--- config.mk ---
export PLATFORM = sky130hd
export DESIGN_NAME = present80_round_ctrl
export DESIGN_NICKNAME = d
export VERILOG_FILES = /design/src/rtl/present_pkg.sv /design/src/rtl/Sbox.sv /design/src/rtl/present80_round_ctrl.sv
export SDC_FILE = /design/constraint.sdc
export NUM_CORES = 1
export LEC_CHECK = 0
export ABC_CLOCK_PERIOD_IN_PS = 21300
export CAP_MARGIN = 10
export CORE_AREA = 2 2 183 185
export CTS_BUF_LIST = sky130_fd_sc_hd__clkbuf_4
export CTS_CLUSTER_DIAMETER = 120
export DETAILED_ROUTE_END_ITERATION = 6
export DIE_AREA = 0 0 185 187
export DONT_BUFFER_PORTS = 1
export PLACE_DENSITY_LB_ADDON = 0.1
export SYNTH_ARGS = -nofsm -noshare
export SYNTH_HDL_FRONTEND = slang
export SYNTH_SLANG_ARGS = --single-unit
--- constraint.sdc ---
create_clock -name clk -period 21.3 [get_ports clk]
set_input_delay 3.195 -clock clk [delete_from_list [all_inputs] [get_ports clk]]
set_output_delay 3.195 -clock clk [all_outputs]
set_load 0.02 [all_outputs]
--- src/rtl/present_pkg.sv ---
// Shared types and helpers for the iterative PRESENT-80 round controller.
package present_pkg;

    localparam int unsigned ROUNDS_C  = 31;
    localparam int unsigned NIBBLES_C = 16;

    typedef enum logic [2:0] {
        ST_IDLE,
        ST_ADD,
        ST_SUB,
        ST_PERM,
        ST_FINAL,
        ST_DONE
    } present_state_t;

    // Bit i moves to position 16*i mod 63; bit 63 is a fixed point.
    function automatic logic [63:0] p_layer(input logic [63:0] din);
        logic [63:0] dout;
        dout = '0;
        for (int i = 0; i < 63; i++) begin
            dout[(16 * i) % 63] = din[i];
        end
        dout[63] = din[63];
        return dout;
    endfunction

endpackage

--- src/rtl/Sbox.sv ---
// PRESENT 4-bit substitution box, purely combinational.
module Sbox (
    input  logic [3:0] data_i,
    output logic [3:0] data_o
);

    always_comb begin
        case (data_i)
            4'h0: data_o = 4'hC;
            4'h1: data_o = 4'h5;
            4'h2: data_o = 4'h6;
            4'h3: data_o = 4'hB;
            4'h4: data_o = 4'h9;
            4'h5: data_o = 4'h0;
            4'h6: data_o = 4'hA;
            4'h7: data_o = 4'hD;
            4'h8: data_o = 4'h3;
            4'h9: data_o = 4'hE;
            4'hA: data_o = 4'hF;
            4'hB: data_o = 4'h8;
            4'hC: data_o = 4'h4;
            4'hD: data_o = 4'h7;
            4'hE: data_o = 4'h1;
            default: data_o = 4'h2;
        endcase
    end

endmodule

--- src/rtl/present80_round_ctrl.sv ---
// Iterative PRESENT-80 encryptor: one shared S-box serves the 16 state nibbles
// and the key-schedule nibble, 18 cycles per round.
module present80_round_ctrl
    import present_pkg::*;
#(
    parameter int unsigned ROUNDS = ROUNDS_C
) (
    input  logic        clk,
    input  logic        rst,
    input  logic        start,
    input  logic [63:0] plaintext,
    input  logic [79:0] key,
    output logic        busy,
    output logic        done,
    output logic [63:0] ciphertext
);

    localparam logic [4:0] LAST_ROUND = 5'(ROUNDS);
    localparam logic [3:0] NIB_LAST   = 4'(NIBBLES_C - 1);

    present_state_t fsm_q, fsm_d;
    logic [63:0]    state_q, state_d;
    logic [79:0]    kreg_q, kreg_d;
    logic [4:0]     round_q, round_d;
    logic [3:0]     nib_q, nib_d;
    logic           busy_q, busy_d;
    logic           done_q, done_d;
    logic [63:0]    ct_q, ct_d;

    logic [3:0]     sbox_in;
    logic [3:0]     sbox_out;
    logic [79:0]    key_rot;
    logic [5:0]     nib_base;

    assign key_rot  = {kreg_q[18:0], kreg_q[79:19]};
    assign nib_base = {nib_q, 2'b00};

    // The S-box input depends only on FSM state and nibble index, never on its own output.
    always_comb begin
        sbox_in = 4'h0;
        case (fsm_q)
            ST_SUB:  sbox_in = state_q[nib_base +: 4];
            ST_PERM: sbox_in = key_rot[79:76];
            default: sbox_in = 4'h0;
        endcase
    end

    Sbox u_sbox (
        .data_i (sbox_in),
        .data_o (sbox_out)
    );

    always_comb begin
        // NOTE: every next-state signal gets a default first so no path leaves it unassigned (no latches).
        fsm_d   = fsm_q;
        state_d = state_q;
        kreg_d  = kreg_q;
        round_d = round_q;
        nib_d   = nib_q;
        busy_d  = busy_q;
        done_d  = 1'b0;
        ct_d    = ct_q;

        case (fsm_q)
            ST_IDLE: begin
                if (start) begin
                    state_d = plaintext;
                    kreg_d  = key;
                    round_d = 5'd1;
                    busy_d  = 1'b1;
                    fsm_d   = ST_ADD;
                end
            end
            ST_ADD: begin
                state_d = state_q ^ kreg_q[79:16];
                nib_d   = 4'd0;
                fsm_d   = ST_SUB;
            end
            ST_SUB: begin
                state_d[nib_base +: 4] = sbox_out;
                nib_d                  = nib_q + 4'd1;
                if (nib_q == NIB_LAST) begin
                    fsm_d = ST_PERM;
                end
            end
            ST_PERM: begin
                state_d = p_layer(state_q);
                kreg_d  = {sbox_out, key_rot[75:20], key_rot[19:15] ^ round_q, key_rot[14:0]};
                if (round_q == LAST_ROUND) begin
                    fsm_d = ST_FINAL;
                end else begin
                    round_d = round_q + 5'd1;
                    fsm_d   = ST_ADD;
                end
            end
            ST_FINAL: begin
                ct_d   = state_q ^ kreg_q[79:16];
                done_d = 1'b1;
                busy_d = 1'b0;
                fsm_d  = ST_DONE;
            end
            ST_DONE: begin
                fsm_d = ST_IDLE;
            end
            default: begin
                fsm_d = ST_IDLE;
            end
        endcase
    end

    // Reset clears the datapath too, so an aborted block leaves no key or state behind.
    always_ff @(posedge clk or posedge rst) begin
        if (rst) begin
            fsm_q   <= ST_IDLE;
            state_q <= '0;
            kreg_q  <= '0;
            round_q <= '0;
            nib_q   <= '0;
            busy_q  <= 1'b0;
            done_q  <= 1'b0;
            ct_q    <= '0;
        end else begin
            // NOTE: non-blocking so every register samples the pre-edge values computed above.
            fsm_q   <= fsm_d;
            state_q <= state_d;
            kreg_q  <= kreg_d;
            round_q <= round_d;
            nib_q   <= nib_d;
            busy_q  <= busy_d;
            done_q  <= done_d;
            ct_q    <= ct_d;
        end
    end

    assign busy       = busy_q;
    assign done       = done_q;
    assign ciphertext = ct_q;

endmodule
# ---- Yosys cells after proc, flatten, opt, wreduce, memory -nomap -nowiden
# Memory sizes are Yosys's and may differ from the RTL's.
# Index checks and enable logic that the tools add are counted.
dict set report op_classes {
  n_addsub 3
  n_eq_ne 9
  shift 3
  muxes 17
  bitwise 3
  reduce_logical 12
}
# operator n
set op_table {}
lappend op_table {{$pmux 64 s4} 1}
lappend op_table {{$pmux 80 s2} 1}
lappend op_table {{$mux 80} 1}
lappend op_table {{$bwmux 64} 1}
lappend op_table {{$mux 64} 1}
lappend op_table {{$shift 4x8->64 const A} 1}
lappend op_table {{$shiftx 4x8->64} 1}
lappend op_table {{$shiftx 64x7->4} 1}
lappend op_table {{$xor 64x64->64} 1}
lappend op_table {{$pmux 4 s2} 2}
lappend op_table {{$pmux 3 s5} 1}
lappend op_table {{$mux 5} 2}
lappend op_table {{$pmux 5 s2} 1}
lappend op_table {{$mux 3} 3}
lappend op_table {{$neg 6->8} 1}
lappend op_table {{$reduce_and 2->1} 4}
lappend op_table {{$eq 3x2->1 const B} 2}
lappend op_table {{$ne 2x2->1 const B} 3}
lappend op_table {{$reduce_and 3->1} 2}
lappend op_table {{$reduce_bool 2->1} 3}
lappend op_table {{$add 5x1->5 const B} 1}
lappend op_table {{$eq 5x5->1 const B} 1}
lappend op_table {{$xor 5x5->5} 1}
lappend op_table {{$add 4x1->4 const B} 1}
lappend op_table {{9 further kinds} 10}
dict set report word_totals {
  register_bits 222
  romBits 64
  memories 1
}
# memory words width rd rd_clocked_by_memory_dff wr line_no
set mem_list {}
lappend mem_list {{(no name shown)} 16 4 1 0 0 Sbox.sv:8} ;# case (data_i)

# ---- Depth between registers and ports, before layout
# Gate-level depths: netlist of run 1.
# An unclocked memory read counts as a cell.
dict set report logic_depth {
  word_depth 6
  ltp_mapped 15
}

# ---- Cells and area by module
# A second synthesis of run 1 with hierarchy kept.
dict set report hier_totals {
  hier_cells 1442
  area_unflattened_um2 12628.4
}
# module instances cells_per_inst area_per_inst_um2 seq_area_each_um2
set modules_own_cells {}
lappend modules_own_cells {present80_round_ctrl 1 1424 12443.2 5555.3}
lappend modules_own_cells {Sbox 1 18 185.2 0.0}

# ---- Worst setup path before layout of run 1
# Ideal clock, no wire load.
dict set report synth_path {
  kind {input to register}
  start {input start}
  end {register state_q[22]}
  setup_time_ns 0.083
  arrival_ns 4.472
  slack_ns 16.745
  stages 8
  n_path_buf 2
  path_cell_list {clkbuf_1 nor2b_1 clkbuf_1 nand2_1 a21o_1 o221ai_1 a21oi_1 o21ai_0}
}
dict set report synth_between {
  elab_chain_cells 2
}
# item line_no
set synth_rtl {}
lappend synth_rtl {{start: declaration} present80_round_ctrl.sv:10} ;# input logic start,
lappend synth_rtl {{$ne 2x2->1 (no source line)} -}
lappend synth_rtl {{$reduce_and 2->1 (no source line)} -}
lappend synth_rtl {{end signal: assignment} present80_round_ctrl.sv:125} ;# state_q <= state_d;
lappend synth_rtl {{end: declaration} present80_round_ctrl.sv:22} ;# logic [63:0] state_q, state_d;
# No other way between the ends.
# A chain may end at the register's enable or synchronous reset.

# ---- Worst setup path after layout of run 1
dict set report layout_path {
  start {register fsm_q[1]}
  end {register state_q[28]}
}
dict set report layout_between {
  elab_chain_cells 6
  word_cells_on_any_way 12
  cone_classes {eq/ne (4); shift (1); mux (3); reduce/logical (3); memory (1)}
}
# item line_no
set layout_rtl {}
lappend layout_rtl {{start: declaration} present80_round_ctrl.sv:21} ;# present_state_t fsm_q, fsm_d;
lappend layout_rtl {{start signal: assignment} present80_round_ctrl.sv:124} ;# fsm_q <= fsm_d;
lappend layout_rtl {{$eq 3x2->1} {present80_round_ctrl.sv:41, present80_round_ctrl.sv:64}}
lappend layout_rtl {{$pmux 4 s2} present80_round_ctrl.sv:41} ;# case (fsm_q)
lappend layout_rtl {{$mem_v2 16x4} -}
lappend layout_rtl {{$shiftx 4x8->64} present80_round_ctrl.sv:80} ;# state_d[nib_base +: 4] = sbox_out;
lappend layout_rtl {{$bwmux 64} present80_round_ctrl.sv:80}
lappend layout_rtl {{$pmux 64 s4} present80_round_ctrl.sv:64} ;# case (fsm_q)
# Parallel ways exist; a longest one is shown, timed or not.

==> metrics.txt, run 1 <==
Comb pwr share=17.0%; Required @ worst endpoint=21910 ps; synthesized flop and latch total=222; first-pass GRT wire length=79400 um; HPWL after DPL=39200 um; port bufs=0; Post-synth EDFFs=0; Tcrit/Tclk final=22.0%; Final Hold Vio Count=0; CTS root buf=clkbuf_4; Psw=0.401 mW; area growth from synthesis to layout=8.61%; GRT overflow=0; via count=12100; CTS Hold Bufs=0; Unique masters post-synth=66; startpoint types=flip-flop; area leader, netlist=dfrtp_1; Slew @ Worst Pin=1270 ps; initial antenna violation count=6; setup bufs post-CTS=0; drt wl/cell=27.6 um; # resized after CTS=0; Mapped Area=12800 sq um; async set or reset register ratio after synthesis=100%; Num Clock Sinks=222; leakage power=6.10 nW; CTS tree=done; vias per cell=6.12; sequential group share of total power=47.5%; via count of the first global-routing pass=11600; Seq/Total Area, Yosys=43.3%; fin util=42.4%; DR iter-0 viols=1182; slowest CP cell=mux2i_4; Setup Skew=71.7 ps; Syn Nets=1656; largest net degree at the start of global routing=122; warnings from Yosys=0; placeable core region=32900 sq um; DRC violations left=0; Slew Limit Fails=0; setup violators final=0; Clk pwr share=35.6%; Cell Count Post-Placement=1862; WP data arrival=5300 ps; GRT Util Overall=31.6%; Clock transition at path regs=60 ps; CP Class=flip-flop to flip-flop; TritonCTS buffer count=67; Max-Cap Viols=0; Worst Path Max Fanout=51; Syn Area/Cell=8.56 sq um; CP endpoint kind=flip-flop; Slew headroom=15.2%; die height=187 um; share of the synthesized area in the top cell type=43.3%; pwr dens=82.1 nW/um^2; Starting Density=39.1%; Setup TNS Final=0 ps; Boundary Pins=213; Peak VDD IR=44.5 uV; Fillers=3425; DRT Pass-1 Iters=5; fraction of layout cells with a size suffix above 1=10.8%; htree depth=3; Antenna Nets Post-Route=0; RSZ-0062 raised after global routing=false; Crit path top cell by count=buf_4; Min-Delay Path Class=flip-flop to flip-flop; min Tclk post-route=4690 ps; worst path cell trace=buf_4, nor3b_4, buf_4, nand2_1, or4_1, nand3_2, ha_1, nor2_1, mux2_2, mux2i_4, a21oi_1, o21ai_1; switching share of power=35.0%; Cell Int Power=0.743 mW; top_reg_cell synth=dfrtp_1; die area=34600 sq um; post-route insts no fill=1975; clk_lat worst skew=750 ps; Mapped Cells=1500; Synth area leaders=dfrtp_1, nand2_1, o21ai_0, a22oi_1, a21oi_1; chip width=185 um; f_max=213 MHz; WL final=54500 um; nets@finish=1639; clock buffer depth=3; Critical Path Max Stage Delay=640 ps; Std-Cell Rows=67; routability cong.=0.959; outcome=finished clean
## worst paths after layout
kind | startpoint | to | slack (ps) | cells after the start
worst min-delay path | kreg_q[12]$_DFFE_PP0P_ | kreg_q[12]$_DFFE_PP0P_ | 480 | 2
worst max register to register | fsm_q[1]$_DFFE_PP0P_ | state_q[28]$_DFFE_PP0P_ | 16610 | 12
worst max-delay path | fsm_q[1]$_DFFE_PP0P_ | state_q[28]$_DFFE_PP0P_ | 16610 | 12
min in group asynchronous | rst | kreg_q[59]$_DFFE_PP0P_ | 2450 | 1
max in group asynchronous | rst | fsm_q[1]$_DFFE_PP0P_ | 17400 | 2
worst min register to register | kreg_q[12]$_DFFE_PP0P_ | kreg_q[12]$_DFFE_PP0P_ | 480 | 2
## synthesized netlist by cell type (5+ instances only)
library cell    n
buf_1          10
and3_1          7
mux2_2          6
mux2i_1        23
buf_2           7
a221oi_1       11
o31ai_1         6
dfrtp_1       222
nand2b_1       42
o21ai_0       183
ha_1            9
o22ai_1        14
buf_6           8
o21ai_1         9
a31oi_1        35
mux4_2          8
nand3_1        20
xnor2_1        52
or3_1           9
a21oi_1       105
nand2_1       301
o211ai_1       17
inv_1          15
a22oi_1        89
nor2b_1        46
clkbuf_1       83
a211o_1         5
nor3_1         17
a221o_1        11
nor2_1         64
## logic make-up (layout without fill, tap and decap cells)
group / count (synthesis) / after routing / synth area share, %
compound gates: 526 / 526 / 25.5
xor+xnor: 55 / 55 / 3.75
fa+ha+maj: 9 / 9 / 0.877
buf+inv: 128 / 150 / 4.34
flops: 222 / 222 / 43.3
mux: 40 / 40 / 4.19
other cells: 0 / 5 / 0
simple gates: 520 / 520 / 18.0
## metal layers
| layer | GRT usage [%] | routed length [um] |
|---|---|---|
| met2 | 45.8 | 23800 |
| met3 | 9.23 | 5090 |
| met4 | 18.2 | 3090 |
| met1 | 41.8 | 22600 |
| met5 | 0 | 30 |
## critical path: cells and delay by family, from the launching register on
| kind | cells | cell delay [ps] |
|---|---|---|
| AOI/OAI and AO/OA | 2 | 530 |
| adders and majority gates | 1 | 190 |
| buffers and inverters | 2 | 960 |
| DFF | 1 | 550 |
| muxes | 2 | 920 |
| and+or+nand+nor | 5 | 1380 |
## through the flow
step / setup slack [ps] / hold WS, ps / instance area, sq um / total power [mW]
finish: 16610 / 477 / 13900 / 1.14
global route: 16400 / 511 / 13900 / 1.20
CTS: 16710 / 479 / 13900 / 1.15
detailed placement: 16190 / 463 / 13100 / 0.736
global placement: 16210 / 460 / 13100 / 0.734
floorplan: 12030 / 446 / 12800 / 0.642
## layout make-up
type | count | area [sq um] | area share [%]
Antenna cell | 5 | 12.5 | 0.0898
Clock buffer | 91 | 683 | 4.90
Clock inverter | 17 | 103 | 0.736
Inverter | 18 | 75.1 | 0.539
Multi-Input combinational cell | 1150 | 6770 | 48.5
Sequential cell | 222 | 5560 | 39.9
Tap cell | 448 | 561 | 4.02
Timing Repair Buffer | 24 | 180 | 1.29
## flip-flops by register name, indices dropped and copies added (netlist names)
signal	cells
state_q	64
fsm_q	3
busy	1
nib_q	4
ciphertext	64
round_q	5
done	1
kreg_q	80
## layout by cell type, fill, tap and decap left out, types with 20 or more instances in the layout
master	instances
a21oi_1	105
a22oi_1	89
a31oi_1	35
buf_4	24
clkbuf_4	91
dfrtp_1	219
mux2i_1	23
nand2_1	300
nand2b_1	42
nand3_1	20
nor2_1	62
nor2b_1	45
o21ai_0	182
xnor2_1	52
## power groups by stage
stage	registers, mW	logic [mW]	clock network [mW]
global placement	0.546	0.188	0
CTS	0.538	0.191	0.419
floorplan	0.500	0.141	0
finish	0.543	0.194	0.407
global route	0.543	0.209	0.444
detailed placement	0.546	0.191	0
No activity file was read; power rests on OpenSTA's default activity.
==> run 2, diff against run 1 <==
--- a/config.mk
+++ b/config.mk
@@ -5,7 +5,7 @@
 export SDC_FILE = /design/constraint.sdc
 export NUM_CORES = 1
 export LEC_CHECK = 0
-export ABC_CLOCK_PERIOD_IN_PS = 21300
+export ABC_CLOCK_PERIOD_IN_PS = 3800
 export CAP_MARGIN = 10
 export CORE_AREA = 2 2 183 185
 export CTS_BUF_LIST = sky130_fd_sc_hd__clkbuf_4
==> constraint.sdc (replaced) <==
create_clock -name clk -period 3.8 [get_ports clk]
set_input_delay 0.57 -clock clk [delete_from_list [all_inputs] [get_ports clk]]
set_output_delay 0.57 -clock clk [all_outputs]
set_load 0.02 [all_outputs]
==> metrics.txt, run 2 (same netlist as run 1, synthesis figures left out) <==
Max-Cap Viols=0; Slew headroom=40.9%; die area=34600 sq um; Num Clock Sinks=222; leakage power=6.77 nW; vias per cell=5.89; Starting Density=39.1%; clk_lat worst skew=760 ps; commonest cells after routing, fill and taps aside=nand2_1, dfrtp_1, o21ai_0; Setup TNS Final=0 ps; f_max=302 MHz; max reg flops=80; R2R depth=10; reg2reg setup slack=480 ps; placeable core region=32900 sq um; DRC violations left=0; via count of the first global-routing pass=12600; WL final=58100 um; area growth from synthesis to layout=19.3%; chip width=185 um; largest net degree at the start of global routing=104; routability cong.=0.966; Std-Cell Rows=67; Clock transition at path regs=70 ps; worst r2r dst=state_q[42]$_DFFE_PP0P_; register area=5560 sq um; CP Buf/Inv Count=2; most common cell after layout, fill and taps aside=nand2_1; clock buffer depth=3; pwr dens=441 nW/um^2; CP endpoint kind=flip-flop; worst path cell trace=buf_4, mux4_2, nor2_1, or4_1, nand3_2, ha_1, mux4_2, buf_4, a21oi_1, o31a_1; drt wl/cell=27.4 um; min Tclk post-route=3320 ps; port bufs=0; Placed Area=13600 sq um; slowest CP cell=mux4_2; Setup Skew=51.3 ps; CTS tree=done; startpoint types=flip-flop; post-route insts no fill=2122; GRT Util Overall=34.2%; setup violators final=0; htree depth=3; DR iter-0 viols=1099; via count=12500; Min-Delay Path Class=input port to flip-flop; Final Hold Vio Count=0; HPWL after DPL=43000 um; final instance area=15300 sq um; WHS Path Cells=2; # resized after CTS=0; r2r startpoint=nib_q[0]$_DFFE_PP0N_; setup bufs post-CTS=0; TritonCTS buffer count=67; Fillers=3326; Tcrit/Tclk final=87.3%; area of the multi-input gates=6760 sq um; DRT Pass-1 Iters=5; CTS Hold Bufs=88; Boundary Pins=213; fin util=46.6%; CP Class=flip-flop to flip-flop; Top reg by flops=kreg_q; critical path endpoint=state_q[42]$_DFFE_PP0P_; critical path depth=10; GRT overflow=0; first-pass GRT wire length=85900 um; Worst Path Max Fanout=11; Cell Count Post-Placement=1917; Slew @ Worst Pin=887 ps; fraction of layout cells with a size suffix above 1=12.9%; Slew Limit Fails=0; Antenna Nets Post-Route=0; WP data arrival=4010 ps; Worst setup startpoint=nib_q[0]$_DFFE_PP0N_; CTS root buf=clkbuf_4; CP delay by family, top=multiplexers; initial antenna violation count=2; Critical Path Max Stage Delay=640 ps; RSZ-0062 raised after global routing=false; Required @ worst endpoint=4490 ps; Peak VDD IR=198 uV; nets@finish=1782; outcome=finished clean; die height=187 um
## run 2: cell types whose count changed in the layout (fill, tap and decap cells not counted), moves of 2 or more
cell           change
buf_12             +5
buf_4             +50
clkinv_2           +2
clkinv_1           +7
diode_2            -2
dlygate4sd3_1     +88
## run 2: worst reg2reg max path, cell delays in order, from the launching register on
cell and delay, ps:
dfrtp_1 500, buf_4 220, mux4_2 330, nor2_1 50, or4_1 530, nand3_2 140, ha_1 280, mux4_2 640
buf_4 270, a21oi_1 160, o31a_1 140
## run 2: final cells by class
class                           count  area share, %
Antenna cell                        3         0.0490
Clock buffer                       90           4.41
Clock inverter                     24          0.972
Inverter                           18          0.466
Multi-Input combinational cell   1150           44.1
Sequential cell                   222           36.3
Tap cell                          448           3.66
Timing Repair Buffer              167           10.0
## run 2: where the power goes
group,leakage (nW),total (mW),internal [mW],switching [mW]
Sequential,2.86,3.01,2.56,0.451
Combinational,3.44,1.37,0.600,0.772
Clock,0.483,2.38,1.23,1.15
Total,6.77,6.76,4.39,2.37
## run 2: layer usage
metal  wire length [um]  up-vias  track usage [%]
met4               3140        0             17.6
met1              24200     6117             45.0
met3               4680      122             7.77
met5                  0        -                0
li1                   -     5659                -
met2              26100      608             52.6
## run 2: worst min-delay path by stage
| stage | slack [ps] | end | startpoint |
|---|---|---|---|
| after CTS | 4 | kreg_q[75]$_DFFE_PP0P_ | key[75] |
| after global placement | 460 | kreg_q[13]$_DFFE_PP0P_ | kreg_q[13]$_DFFE_PP0P_ |
| after global routing | 40 | kreg_q[75]$_DFFE_PP0P_ | key[75] |
| after floorplan | 450 | kreg_q[0]$_DFFE_PP0P_ | kreg_q[0]$_DFFE_PP0P_ |
| final | 60 | state_q[28]$_DFFE_PP0P_ | plaintext[28] |
| after detailed placement | 460 | kreg_q[7]$_DFFE_PP0P_ | kreg_q[7]$_DFFE_PP0P_ |
## run 2: per-stage QoR
step           setup slack [ps]  hold WS [ps]  power [mW]
2_1_floorplan               334           446        3.60
3_3_place_gp                566           458        4.28
3_5_place_dp                527           463        4.30
4_1_cts                     505          4.35        6.77
5_1_grt                     327          35.0        7.06
6_report                    484          55.7        6.76
==> run 3, diff against run 2 <==
--- a/config.mk
+++ b/config.mk
@@ -7,13 +7,14 @@
 export LEC_CHECK = 0
 export ABC_CLOCK_PERIOD_IN_PS = 3800
 export CAP_MARGIN = 10
-export CORE_AREA = 2 2 183 185
+export CORE_AREA = 2 2 181 183
 export CTS_BUF_LIST = sky130_fd_sc_hd__clkbuf_4
 export CTS_CLUSTER_DIAMETER = 120
 export DETAILED_ROUTE_END_ITERATION = 6
-export DIE_AREA = 0 0 185 187
+export DIE_AREA = 0 0 183 185
 export DONT_BUFFER_PORTS = 1
 export PLACE_DENSITY_LB_ADDON = 0.1
 export SYNTH_ARGS = -nofsm -noshare
 export SYNTH_HDL_FRONTEND = slang
+export SYNTH_HIERARCHICAL = 1
 export SYNTH_SLANG_ARGS = --single-unit
==> constraint.sdc (replaced) <==
create_clock -name clk -period 3.8 [get_ports clk]
set_input_delay 0.19 -clock clk [delete_from_list [all_inputs] [get_ports clk]]
set_output_delay 0.19 -clock clk [all_outputs]
set_load 0.02 [all_outputs]
==> metrics.txt, run 3 <==
Syn Nets=1600; Mapped Area=12600 sq um; area growth from synthesis to layout=24.9%; Crit path top cell by count=mux4_2; DRT Pass-1 Iters=6; share of the synthesized area in the top cell type=44.0%; port bufs=0; Synth area leaders=dfrtp_1, nand2_1, a21oi_1, a22oi_1, xnor2_1; pwr dens=969 nW/um^2; Boundary Pins=213; min Tclk post-route=3670 ps; GRT overflow=0; top-count cell post-synth=nand2_1; Std-Cell Rows=66; setup violators final=0; startpoint types=flip-flop; area of the multi-input gates=6590 sq um; top cells by count, synth=nand2_1, dfrtp_1, a21oi_1, nor2_1, o21ai_0; leakage power=6.72 nW; Antenna Nets Post-Route=0; most common cell after layout, fill and taps aside=nand2_1; CP Class=flip-flop to flip-flop; die area=33900 sq um; outcome=finished clean; via count=12500; register area=5560 sq um; commonest cells after routing, fill and taps aside=nand2_1, dfrtp_1, dlygate4sd3_1; chip width=183 um; CP delay by family, top=multiplexers; first-pass GRT wire length=82000 um; Placed Area=13400 sq um; Peak VDD IR=372 uV; GRT Util Overall=33.3%; async set or reset register ratio after synthesis=100%; Slew headroom=31.9%; CP Buf/Inv Count=2; fraction of layout cells with a size suffix above 1=15.7%; CTS root buf=clkbuf_4; DR iter-0 viols=1250; Clock transition at path regs=70 ps; fin util=49.2%; die height=185 um; Syn Area/Cell=8.76 sq um; Setup Skew=48.1 ps; Required @ worst endpoint=4400 ps; max reg flops=80; initial antenna violation count=3; synthesized flop and latch total=222; Critical Path Max Stage Delay=560 ps; htree depth=3; Tcrit/Tclk final=96.6%; WL final=56000 um; HPWL after DPL=40600 um; Fillers=3175; TritonCTS buffer count=68; Setup TNS Final=0 ps; Slew Limit Fails=0; Post-synth EDFFs=0; placeable core region=32000 sq um; clk_lat worst skew=730 ps; WP data arrival=4270 ps; top_reg_cell synth=dfrtp_1; final instance area=15800 sq um; vias per cell=6.00; drt wl/cell=26.9 um; area leader, netlist=dfrtp_1; warnings from Yosys=6; Top reg by flops=kreg_q; Max-Cap Viols=0; Starting Density=39.4%; Seq/Total Area, Yosys=44.0%; Num Clock Sinks=222; CTS tree=done; Slew @ Worst Pin=1020 ps; worst path cell trace=mux4_2, mux4_2, a22o_1, inv_1, ha_1, mux4_2, buf_4, mux2_1, a211oi_1, o21ai_1; largest net degree at the start of global routing=94; CP endpoint kind=flip-flop; Min-Delay Path Class=input port to flip-flop; Worst Path Max Fanout=7; Final Hold Vio Count=0; slowest CP cell=mux4_2; via count of the first global-routing pass=12300; Mapped Cells=1442; clock buffer depth=3; routability cong.=1.01; Unique masters post-synth=52; RSZ-0062 raised after global routing=false; nets@finish=1785; DRC violations left=0; f_max=273 MHz
-- run 3: cell type report --
cell class	count	area share, %
multi-input cells	1090	41.8
flip-flops and latches	222	35.2
repair buffers	234	14.0
clock buffers	109	5.19
well taps	408	3.24
clock inverters	11	0.293
inverters	11	0.286
diodes	1	0.0159
-- run 3: final timing paths --
check | endpoint | cells after the start | from | slack, ps
setup / recovery | state_q[10]$_DFFE_PP0P_ | 10 | nib_q[0]$_DFFE_PP0P_ | 130
hold / removal | state_q[21]$_DFFE_PP0P_ | 5 | start | 50
setup reg to reg | state_q[10]$_DFFE_PP0P_ | 10 | nib_q[0]$_DFFE_PP0P_ | 130
hold reg to reg | kreg_q[8]$_DFFE_PP0P_ | 2 | kreg_q[8]$_DFFE_PP0P_ | 480
max in group asynchronous | ciphertext[0]$_DFFE_PP0P_ | 4 | rst | 2200
min in group asynchronous | ciphertext[8]$_DFFE_PP0P_ | 3 | rst | 530
-- run 3: worst register-to-register path, stage by stage, from the launching register on --
cell and delay (ps):
dfrtp_1 540, mux4_2 560, mux4_2 500, a22o_1 270
inv_1 120, ha_1 270, mux4_2 490, buf_4 180
mux2_1 300, a211oi_1 240, o21ai_1 80
-- run 3: cells by family after synthesis --
kind of cell               count (synthesis)  synth area share [%]
and+or+nand+nor                          500                  16.6
xor gates and xnor gates                  75                  5.20
AOI/OAI and AO/OA                        445                  21.7
adders and majority gates                 11                  1.09
buffers and inverters                    130                  4.20
DFF                                      222                  44.0
muxes                                     59                  7.18
-- run 3: per-stage QoR --
step | setup slack [ps] | hold slack, ps | std cells | total power, mW
after global routing | 2.66 | 83.2 | 2086 | 16.1
after global placement | 150 | 147 | 1817 | 12.4
after floorplan | 115 | 318 | 1442 | 8.92
after CTS | 41.5 | 18.9 | 2085 | 15.1
after detailed placement | 43.8 | 144 | 1817 | 12.5
final | 131 | 52.6 | 2086 | 15.3
-- run 3: layer usage --
metal,global-route usage (%),share of wire (%),vias up
met3,6.69,8.4,136
met1,44.6,42,6165
met4,17.8,5.5,4
met5,0,0.034,-
met2,50.9,45,683
li1,-,-,5537
-- run 3: repair_timing --
action	4_1_cts	5_1_grt
buffers inserted	0	0
hold endpoints to repair	366	0
gates resized for setup	0	2
endpoints found under the setup margin	0	18
hold buffers	148	0
-- run 3: where the power goes --
| group | internal [mW] | total [mW] | switching [mW] |
|---|---|---|---|
| clock network | 1.29 | 2.43 | 1.14 |
| logic | 3.13 | 8.30 | 5.17 |
| registers | 3.20 | 4.55 | 1.35 |
